==> src/rtl/level_exit_sequencer.sv <==
// -----------------------------------------------------------------------------
// level_exit_sequencer
//
// Watches the player sprite against the door (level 1) or the idol (level 2)
// that the placement block has positioned. The exit is reachable only once the
// enemies are cleared. The player must overlap the object on DWELL_FRAMES
// consecutive frames before anything happens. A door starts a level transit
// that lasts TRANSIT_FRAMES frames and then selects level 2. The idol sets a
// win flag that stays set until reset. State only changes on startOfFrame.
//
// Optional build macro: LEVEL_SKIP_EN
//   When defined, adds input skip_req. A rising edge on skip_req while in
//   LOCKED/OPEN/DWELL forces TRANSIT on the next startOfFrame.
//
// Ports:
//   clk, resetN          clock; asynchronous active-low reset
//   startOfFrame         one-cycle pulse per video frame (evaluation strobe)
//   enemies_cleared      high when no enemies remain
//   player_dead          high while the player death sequence runs
//   player_topLeftX/Y    player sprite position (11 bits)
//   obj_topLeftX/Y       door/idol position from the placement block
//   obj_is_idol          0 = door, 1 = idol
//   skip_req             (LEVEL_SKIP_EN only) level-skip request
//   level_select         current level, always 1 or 2
//   door_open            object reachable (enemies cleared, not in transit)
//   level_done           high while in transit
//   game_won             sticky win flag
// -----------------------------------------------------------------------------
module level_exit_sequencer #(
    parameter int PLAYER_W       = 32,
    parameter int OBJ_W          = 32,
    parameter int DWELL_FRAMES   = 8,
    parameter int TRANSIT_FRAMES = 60
) (
    input  logic        clk,
    input  logic        resetN,
    input  logic        startOfFrame,
    input  logic        enemies_cleared,
    input  logic        player_dead,
    input  logic [10:0] player_topLeftX,
    input  logic [10:0] player_topLeftY,
    input  logic [10:0] obj_topLeftX,
    input  logic [10:0] obj_topLeftY,
    input  logic        obj_is_idol,
`ifdef LEVEL_SKIP_EN
    input  logic        skip_req,
`endif
    output logic [1:0]  level_select,
    output logic        door_open,
    output logic        level_done,
    output logic        game_won
);

    typedef enum logic [2:0] {
        ST_LOCKED,
        ST_OPEN,
        ST_DWELL,
        ST_TRANSIT,
        ST_WON
    } state_e;

    localparam int DW = $clog2(DWELL_FRAMES + 1);
    localparam int TW = (TRANSIT_FRAMES > 1) ? $clog2(TRANSIT_FRAMES) : 1;
    localparam logic [DW-1:0] DWELL_LAST   = DW'(DWELL_FRAMES);
    localparam logic [TW-1:0] TRANSIT_LAST = TW'(TRANSIT_FRAMES - 1);

    state_e        state_q, state_d;
    logic [DW-1:0] dwell_cnt_q, dwell_cnt_d;
    logic [TW-1:0] transit_cnt_q, transit_cnt_d;
    logic [1:0]    level_select_q, level_select_d;
    logic          door_open_q, door_open_d;
    logic          level_done_q, level_done_d;
    logic          game_won_q, game_won_d;

    // Bounding-box overlap. The compare is widened to 12 bits so that
    // position + width near the right/bottom edge cannot wrap to a small value.
    logic [11:0] px, py, ox, oy;
    logic        overlap;

    always_comb begin
        px = {1'b0, player_topLeftX};
        py = {1'b0, player_topLeftY};
        ox = {1'b0, obj_topLeftX};
        oy = {1'b0, obj_topLeftY};
        overlap = (px < ox + 12'(OBJ_W)) && (ox < px + 12'(PLAYER_W)) &&
                  (py < oy + 12'(OBJ_W)) && (oy < py + 12'(PLAYER_W));
    end

    logic skip_fire;

`ifdef LEVEL_SKIP_EN
    // A skip edge can arrive between frame strobes, so it is held pending
    // until the next startOfFrame. The pending flag is dropped if the FSM
    // leaves the states where a skip is allowed.
    logic skip_q, skip_d;
    logic skip_pend_q, skip_pend_d;
    logic skip_active, skip_pend_now;

    always_comb begin
        skip_d        = skip_req;
        skip_active   = (state_q == ST_LOCKED) || (state_q == ST_OPEN) ||
                        (state_q == ST_DWELL);
        skip_pend_now = skip_pend_q || (skip_req && !skip_q);
        skip_fire     = startOfFrame && skip_active && skip_pend_now;
        skip_pend_d   = skip_active && skip_pend_now && !startOfFrame;
    end

    always_ff @(posedge clk or negedge resetN) begin
        if (!resetN) begin
            skip_q      <= 1'b0;
            skip_pend_q <= 1'b0;
        end else begin
            skip_q      <= skip_d;
            skip_pend_q <= skip_pend_d;
        end
    end
`else
    assign skip_fire = 1'b0;
`endif

    always_comb begin
        // NOTE: every signal assigned here gets a default first, so a branch that
        // skips an assignment holds the registered value instead of inferring a latch.
        state_d        = state_q;
        dwell_cnt_d    = dwell_cnt_q;
        transit_cnt_d  = transit_cnt_q;
        level_select_d = level_select_q;

        if (startOfFrame) begin
            case (state_q)
                ST_LOCKED, ST_OPEN, ST_DWELL: begin
                    if (skip_fire) begin
                        state_d       = ST_TRANSIT;
                        dwell_cnt_d   = '0;
                        transit_cnt_d = '0;
                    end else if (player_dead) begin
                        state_d     = ST_LOCKED;
                        dwell_cnt_d = '0;
                    end else if (state_q == ST_LOCKED) begin
                        if (enemies_cleared) state_d = ST_OPEN;
                    end else if (overlap && (dwell_cnt_q + DW'(1) == DWELL_LAST)) begin
                        // Dwell completion wins over enemies_cleared dropping
                        // on the same frame. obj_is_idol matters only here.
                        dwell_cnt_d   = '0;
                        transit_cnt_d = '0;
                        state_d       = obj_is_idol ? ST_WON : ST_TRANSIT;
                    end else if (!enemies_cleared) begin
                        state_d     = ST_LOCKED;
                        dwell_cnt_d = '0;
                    end else if (overlap) begin
                        state_d     = ST_DWELL;
                        dwell_cnt_d = dwell_cnt_q + DW'(1);
                    end else begin
                        state_d     = ST_OPEN;
                        dwell_cnt_d = '0;
                    end
                end
                ST_TRANSIT: begin
                    if (transit_cnt_q == TRANSIT_LAST) begin
                        // Level 2 is the last level; a transit from it stays there.
                        state_d        = ST_LOCKED;
                        transit_cnt_d  = '0;
                        level_select_d = 2'd2;
                    end else begin
                        transit_cnt_d = transit_cnt_q + TW'(1);
                    end
                end
                ST_WON: ;
                default: state_d = ST_LOCKED;
            endcase
        end

        // Outputs are decoded from the next state so the flops below present
        // them in the same cycle the state register updates.
        door_open_d  = (state_d == ST_OPEN) || (state_d == ST_DWELL);
        level_done_d = (state_d == ST_TRANSIT);
        game_won_d   = (state_d == ST_WON);
    end

    // NOTE: sequential state uses non-blocking assignments so that every flop
    // samples the pre-edge values, whatever order the simulator runs the blocks in.
    always_ff @(posedge clk or negedge resetN) begin
        if (!resetN) begin
            state_q        <= ST_LOCKED;
            dwell_cnt_q    <= '0;
            transit_cnt_q  <= '0;
            level_select_q <= 2'd1;
            door_open_q    <= 1'b0;
            level_done_q   <= 1'b0;
            game_won_q     <= 1'b0;
        end else begin
            state_q        <= state_d;
            dwell_cnt_q    <= dwell_cnt_d;
            transit_cnt_q  <= transit_cnt_d;
            level_select_q <= level_select_d;
            door_open_q    <= door_open_d;
            level_done_q   <= level_done_d;
            game_won_q     <= game_won_d;
        end
    end

    assign level_select = level_select_q;
    assign door_open    = door_open_q;
    assign level_done   = level_done_q;
    assign game_won     = game_won_q;

endmodule

==> config.mk <==
export PLATFORM = sky130hd
export DESIGN_NAME = level_exit_sequencer
export DESIGN_NICKNAME = d
export VERILOG_FILES = /design/src/rtl/level_exit_sequencer.sv
export SDC_FILE = /design/constraint.sdc
export NUM_CORES = 1
export LEC_CHECK = 0
export ABC_CLOCK_PERIOD_IN_PS = 4050
export CORE_UTILIZATION = 25
export DETAILED_ROUTE_END_ITERATION = 16
export GPL_TIMING_DRIVEN = 0
export PLACE_DENSITY_LB_ADDON = 0.2
export SYNTH_ARGS = -nofsm -noshare
export SYNTH_HDL_FRONTEND = slang
export SYNTH_SLANG_ARGS = --single-unit
export TNS_END_PERCENT = 20
==> constraint.sdc <==
create_clock -name clk -period 4.05 [get_ports clk]
set_input_delay 0.6075 -clock clk [delete_from_list [all_inputs] [get_ports clk]]
set_output_delay 0.6075 -clock clk [all_outputs]
set_load 0.05 [all_outputs]
After elaboration in Yosys (flattened, before gate mapping)
Index checks and enable logic that the tools add are counted.
{"block": "totals", "wordCells": 62, "out_inout_bits": 5, "inputBits": 50, "ff_bits": 18}
{"block": "classes", "muxes": 20, "add_sub_neg": 6, "eq_ne": 14, "reduce_logical": 11, "n_lt_le_gt_ge": 4}
{"operator": "$add A11 B6 Y12 const B", "n": 4}
{"operator": "$lt A11 B12 Y1", "n": 4}
{"operator": "$mux W6", "n": 4}
{"operator": "$mux W3", "n": 7}
{"operator": "$mux W4", "n": 5}
{"operator": "$eq A3 B2 Y1 const B", "n": 4}
{"operator": "$pmux W6 S2", "n": 1}
{"operator": "$pmux W3 S3", "n": 1}
{"operator": "$ne A2 B2 Y1 const B", "n": 4}
{"operator": "$add A6 B1 Y6 const B", "n": 1}
{"operator": "$eq A3 B1 Y1 const B", "n": 2}
{"operator": "$eq A3 B3 Y1 const B", "n": 2}
{"operator": "$eq A6 B6 Y1 const B", "n": 1}
{"operator": "$reduce_and A3 Y1", "n": 2}
{"operator": "$reduce_and A5 Y1", "n": 1}
{"operator": "$add A4 B1 Y4 const B", "n": 1}
{"operator": "$eq A4 B4 Y1 const B", "n": 1}
{"operator": "$logic_and A1 B1 Y1", "n": 4}
{"operator": "$mux W2", "n": 2}
{"operator": "$logic_not A3 Y1", "n": 1}
{"operator": "$reduce_or A3 Y1", "n": 1}
{"operator": "$reduce_bool A2 Y1", "n": 1}
{"operator": "$logic_or A1 B1 Y1", "n": 1}

Logic depth before layout (Yosys ltp)
Gate-level depths: netlist (run 1).
{"block": "logic_depth", "ltp_word": 14, "depth_mapped": 12, "ltp_nobuf": 12}

Worst setup path before layout (run 1)
Ideal clock, no wire load.
{"block": "synth_timing", "path_type": "input port to flip-flop", "startpoint": "input obj_topLeftY[8]", "endpoint": "register transit_cnt_q[1]", "stages": 11, "t_arrival_ns": 2.908, "setup_ns": 0.079, "required_ns": 3.971, "n_path_buf": 0, "slack_ns": 1.062, "path_cell_list": "and3_1 > nand3_1 > xor2_1 > ha_1 > a21oi_1 > nand2_1 > a221o_1 > or3_1 > a2111o_1 > nand2_2 > mux2i_1"}
{"block": "synth_via", "elab_chain_cells": 7, "elab_cells_between_ends": 8, "cone_classes": "add/sub (1); order compare (2); eq/ne (1); reduce/logical (4)"}
{"item": "from (decl)", "line": "43", "source": "input logic [10:0] obj_topLeftY,"}
{"item": "$add A11 B6 Y12", "line": "86", "source": "(py < oy + 12'(OBJ_W)) && (oy < py + 12'(PLAYER_W));"}
{"item": "$lt A11 B12 Y1", "line": "86"}
{"item": "$logic_and A1 B1 Y1", "line": "85", "source": "overlap = (px < ox + 12'(OBJ_W)) && (ox < px + 12'(PLAYER_W)) &&"}
{"item": "$logic_and A1 B1 Y1 (*)", "line": "86"}
{"item": "$logic_and A1 B1 Y1 (*)", "line": "141", "source": "end else if (overlap && (dwell_cnt_q + DW'(1) == DWELL_LAST)) begin"}
{"item": "$ne A2 B2 Y1 (no source line) (*)"}
{"item": "$reduce_and A5 Y1 (no source line) (*)"}
{"item": "to (signal assigned)", "line": "194", "source": "transit_cnt_q <= transit_cnt_d;"}
{"item": "to (decl)", "line": "69", "source": "logic [TW-1:0] transit_cnt_q, transit_cnt_d;"}
Mark *: on every way between the ends. The rest lies on a longest branch, timed or not.
A chain may end at the register's enable or synchronous reset.

Final worst setup path (run 1)
{"block": "layout_timing", "startpoint": "input obj_topLeftY[7]", "endpoint": "register transit_cnt_q[1]"}
The elaborated chain is that of the path after synthesis.

==> flow_metrics.tcl, run 1 <==
set metrics [dict create \
    synth_ff_type "sky130_fd_sc_hd__dfrtp_1" \
    yosysTopAreaCellShare_pct 25.5 \
    finClkSkew_ps 3.03 \
    actual_slew_at_the_worst_max_slew_pin_ps 890 \
    route.vias.total 2076 \
    syn_area_sq_mm 0.00221 \
    critPathLaunchType "primary input" \
    area_of_the_die_sq_mm 0.00920 \
    relative_area_change_from_synthesis_to_final_layout_pct 33.0 \
    tritoncts_num_sinks 18 \
    antenna-diode-count 0 \
    vias_per_cell 4.76 \
    synth.cells.most_frequent "sky130_fd_sc_hd__ha_1, sky130_fd_sc_hd__nand3_1, sky130_fd_sc_hd__inv_1, sky130_fd_sc_hd__nand2_1, sky130_fd_sc_hd__a21oi_1" \
    clkTransAtPathRegs_ps 70 \
    fmaxAchievable_ghz 0.280 \
    yosysWarnings 0 \
    ant_nets 0 \
    rsz0062_at_grt "false" \
    clock_insertion_delay_worst_skew_ps 260 \
    post_cts_resize_count 0 \
    critPathBufInv 1 \
    yosys.cell_count.top_type "sky130_fd_sc_hd__ha_1" \
    tritoncts "yes" \
    synth_top_area_cell "sky130_fd_sc_hd__ha_1" \
    track_usage_pct 12.2 \
    cp.required_ps 4240 \
    report.final.setup_viol 0 \
    initial_core_utilization_pct 26.3 \
    sequential_area_share_after_synthesis_pct 20.5 \
    grt_antenna_before_repair 0 \
    die_y_microns 95.9 \
    clock_tree.buffer_depth 2 \
    cp_slowest_stage_delay_ps 570 \
    floorplan.die.width_microns 95.9 \
    critPathKind "primary input to flop" \
    final.fill_count 889 \
    cts-buffers-inserted 3 \
    max_slew_margin_pct 40.5 \
    io_buffers 54 \
    syn-num-nets 368 \
    drcViolationCount 0 \
    status "finished, final reports clean" \
    global_route_wire_length_before_repair_microns 8960 \
    slowest_stage "sky130_fd_sc_hd__clkdlybuf4s50_1" \
    period_needed_ps 3570 \
    synth_cells 273 \
    setup_total_negative_slack_ps 0 \
    final_layout_size_suffix_gt1_share_pct 2.72 \
    critical-path-top-delay-family "compound AO/OA/AOI/OAI gates" \
    cap_violations 0 \
    count_of_routing_violations_after_the_opening_detailed_route_iteration 52 \
    synth_area_leaders "sky130_fd_sc_hd__ha_1, sky130_fd_sc_hd__dfrtp_1, sky130_fd_sc_hd__nand3_1" \
    worst_ir_drop_vdd_mv 0.111 \
    std_cell_rows 33 \
    wirelength_microns 5160 \
    async_flop_share_pct 100 \
    hold_buffers 0 \
    grt_util_met2_pct 20.2 \
    drt_pass1_iterations 6 \
    cts_post_setup_buffers_inserted 0 \
    layout_worst_path_cycle_share_pct 88.3 \
    postSynthRegisterBits 18 \
    globalRouteOverflowTotal 0 \
    power.total_w 0.000598 \
    worstPathArrival_ps 3760 \
    globalRouteMet3Util_pct 2.13 \
    top_usage_layer_grt "met2" \
    grt_pass1_vias 1983 \
    power.leakage_nw 1.33 \
    h_tree_level_count 1 \
    layout_net_count 427 \
    clock-root-buffer "sky130_fd_sc_hd__clkbuf_8" \
    post_synth.cell_area_avg_sq_um 8.08 \
    cp-end-kind "flop" \
    number_of_max_slew_violations_in_the_final_report 0 \
    place.detailed.hpwl_microns 4350 \
    synth-edff-count 0 \
    gpl.final_weighted_congestion 0.756 \
    floorplan.io_pins 55 \
    final-hold-violation-count 0 \
    wl_per_cell_microns 11.8 \
    register_to_register_setup_slack_ps 1550 \
    post_synth_cell_types 45 \
    hold_class "flop to flop" \
    power_per_cell_area_mw_per_mm2 204 \
    floorplan.core_area_sq_mm 0.00838 \
    cp_max_fanout 5 \
    cp_cell_sequence "clkdlybuf4s50_1 > and3_1 > nand3_1 > xor2_1 > ha_1 > a21oi_1 > nand2_1 > a221o_1 > or3_1 > a2111o_1 > nand2_2 > mux2i_1" \
    grt_start_max_net_pins 19 \
    global_route_track_usage_on_met1_pct 16.7 \
]
## flip-flops by register name (all words and copies together), names as in the netlist
name	count
level_done	1
level_select	2
door_open	1
dwell_cnt_q	4
transit_cnt_q	6
game_won	1
state_q	3
## worst register-to-register path: cells and delay by family, from the launching register on
| kind | cells | cell delay, ps |
|---|---|---|
| fa+ha+maj | 1 | 260 |
| compound gates | 2 | 1140 |
| mux | 1 | 190 |
| flops | 1 | 430 |
| simple gates | 2 | 420 |
## per-stage QoR
stage	instance area [sq um]	hold slack [ps]	setup slack, ps	instances	utilization (%)
2_1_floorplan	2210	312	1060	273	-
3_3_place_gp	2880	446	210	432	34.3
3_5_place_dp	2880	450	196	432	34.3
4_1_cts	2930	461	458	436	35.0
5_1_grt	2930	467	269	436	35.0
6_report	2930	457	476	436	35.0
## logic make-up after synthesis
logic type	after synthesis	share of synthesized area, %
AOI/OAI and AO/OA	58	16.8
xor gates and xnor gates	19	7.54
adders and majority gates	45	25.5
buffers and inverters	28	5.45
DFF	18	20.5
muxes	1	0.454
and+or+nand+nor	104	23.7
## area by class of cell
type / instances / area (sq um) / area share, %
Multi-Input combinational cell: 227 / 1630 / 55.7
Timing Repair Buffer: 54 / 541 / 18.4
Sequential cell: 18 / 452 / 15.4
Tap cell: 105 / 131 / 4.48
Inverter: 26 / 97.6 / 3.33
Clock buffer: 4 / 55.1 / 1.88
Buffer: 2 / 22.5 / 0.768
## report_power, final
group	total [W]	switching [W]	internal [W]	leakage [nW]
Clock	0.000151	0.0000646	0.0000865	0.0288
Sequential	0.000203	0.0000106	0.000192	0.231
Combinational	0.000244	0.000122	0.000121	1.07
Total	0.000598	0.000198	0.000400	1.33
## placed cells by master (no fill, tap or decap), types with 3 or more instances in the layout
| cell type | instances |
|---|---|
| sky130_fd_sc_hd__xor2_1 | 12 |
| sky130_fd_sc_hd__and3_1 | 8 |
| sky130_fd_sc_hd__o21ai_0 | 10 |
| sky130_fd_sc_hd__clkdlybuf4s50_1 | 54 |
| sky130_fd_sc_hd__nor2_1 | 13 |
| sky130_fd_sc_hd__or3_1 | 3 |
| sky130_fd_sc_hd__clkbuf_8 | 4 |
| sky130_fd_sc_hd__nand2_1 | 23 |
| sky130_fd_sc_hd__ha_1 | 45 |
| sky130_fd_sc_hd__xnor2_1 | 7 |
| sky130_fd_sc_hd__nor2b_1 | 3 |
| sky130_fd_sc_hd__a21oi_1 | 20 |
| sky130_fd_sc_hd__dfrtp_1 | 17 |
| sky130_fd_sc_hd__nand4_1 | 6 |
| sky130_fd_sc_hd__nand3_1 | 31 |
| sky130_fd_sc_hd__inv_1 | 26 |
| sky130_fd_sc_hd__a211oi_1 | 4 |
| sky130_fd_sc_hd__nand3b_1 | 3 |
| sky130_fd_sc_hd__a31oi_1 | 4 |
| sky130_fd_sc_hd__nor3_1 | 5 |
## metal layers
layer / vias up / share of wire (%)
li1: 1116 / -
met1: 922 / 51
met2: 34 / 44
met3: 4 / 3.5
met4: 0 / 0.91
met5: - / 0
## worst paths after layout
kind | depth (start not counted) | startpoint | end
min | 1 | level_select[0] | level_select[0]
max in group asynchronous | 1 | resetN | state_q[1]
max | 12 | obj_topLeftY[7] | transit_cnt_q[1]
min in group asynchronous | 1 | resetN | transit_cnt_q[2]
min reg2reg | 1 | level_select[0] | level_select[0]
max reg2reg | 6 | dwell_cnt_q[0] | transit_cnt_q[1]
(Power assumes the default switching activity.)
==> run 2, diff against run 1 <==
--- a/config.mk
+++ b/config.mk
@@ -9,6 +9,7 @@
 export CORE_UTILIZATION = 25
 export DETAILED_ROUTE_END_ITERATION = 16
 export GPL_TIMING_DRIVEN = 0
+export HOLD_SLACK_MARGIN = 0.02
 export PLACE_DENSITY_LB_ADDON = 0.2
 export SYNTH_ARGS = -nofsm -noshare
 export SYNTH_HDL_FRONTEND = slang
==> results of run 2 <==
Final layout, timing and power as in run 1 (identical DEF).
==> edit, RTL diff (flow settings as in run 2) <==
Add a define of `LEVEL_SKIP_EN`.
--- a/src/rtl/level_exit_sequencer.sv
+++ b/src/rtl/level_exit_sequencer.sv
@@ -28,2 +28,4 @@
 // -----------------------------------------------------------------------------
+`define LEVEL_SKIP_EN
+
 module level_exit_sequencer #(
Ports: changed (added skip_req); port bits go from 55 to 56. No check against the original RTL was run, so the function may have changed too.
==> edit against run 2 <==
The flow now finishes with violations (DRC). Final cell count is 2.1% higher. Sequential share of layout area increased by 0.97 points. Cell area increased by 4.5%. Register-to-register slack got worse by 0.11 ns. Combinational power grew 46%. Routed wire length increased by 7.0%. First-iteration DRC count increased by 33%. Setup slack got worse by 0.22 ns. Sequential cell count rose by 2. Power grew 33%. Clock power rose by 3%. Synthesized area is 5.4% higher. Critical path type unchanged. Largest cell class unchanged.
==> edit: results (changes against run 2) <==
* Fill cell count at 922 (+3.7%)
* R2R Path End: transit_cnt_q[3]
* Synth top area share at 24.2% (-1.3 points)
* Compound-Gate Fraction of Synth Area at 19.5% (+2.6 points)
* Clock-cell share at 1.80% (-0.081 points)
* Final #Nets at 434 (+1.6%)
* Net Count, Synth at 374 (+1.6%)
* Crit path max-delay cell type: or4_4
* Synth Area in Adders at 24.7% (-0.87 points)
* Gate count of the mapped netlist at 278 (+1.8%)
* DRC at 1 (+1)
* GPL Wtd Cong at 0.776 (+2.7%)
* # port buffers at 55 (+1.9%)
* Routed WL per cell at 12.4 um (+4.8%)
* Mux cell area share after synthesis at 0% (-0.45 points)
* Status: finished, violations left
* Seq area share at 16.4% (+0.97 points)
* Worst Max-Slew Pin Slew at 1.04 ns (+0.146 ns)
* First-pass GRT wire length at 9320 um (+4.0%)
* DRT Pass-1 Iters at 12 (+6)
* Chip width at 98.4 um (+2.6%)
* Worst reg-to-reg setup slack at 1.44 ns (-0.11 ns)
* Largest net degree at the start of global routing at 21 (+2)
* Crit path DAT at 3.99 ns (+0.23 ns)
* Failing checks: DRC
==> edit: how the worst min path moves through the flow <==
stage                         start              end  slack, ns  cells after the start
detailed placement  level_select[1]  level_select[1]       0.46                      1
global placement    level_select[1]  level_select[1]       0.45                      1
finish              level_select[1]  level_select[1]       0.47                      1
floorplan                    resetN        door_open       0.31                      0
CTS                 level_select[1]  level_select[1]       0.48                      1
global route        level_select[1]  level_select[1]       0.49                      1
==> edit: per-layer routing <==
layer / vias up / GRT usage, %
met4: 0 / 3.21
met2: 41 / 20.8
met5: - / 0
li1: 1133 / -
met3: 2 / 1.35
met1: 981 / 14.4
==> edit: power groups by stage <==
stage | registers [W] | clock network (W) | logic (W)
after floorplan | 0.000302 | 0 | 0.000205
after global placement | 0.000287 | 0 | 0.000355
after global routing | 0.000292 | 0.000166 | 0.000402
after CTS | 0.000284 | 0.000159 | 0.000361
after detailed placement | 0.000286 | 0 | 0.000361
final | 0.000285 | 0.000155 | 0.000357
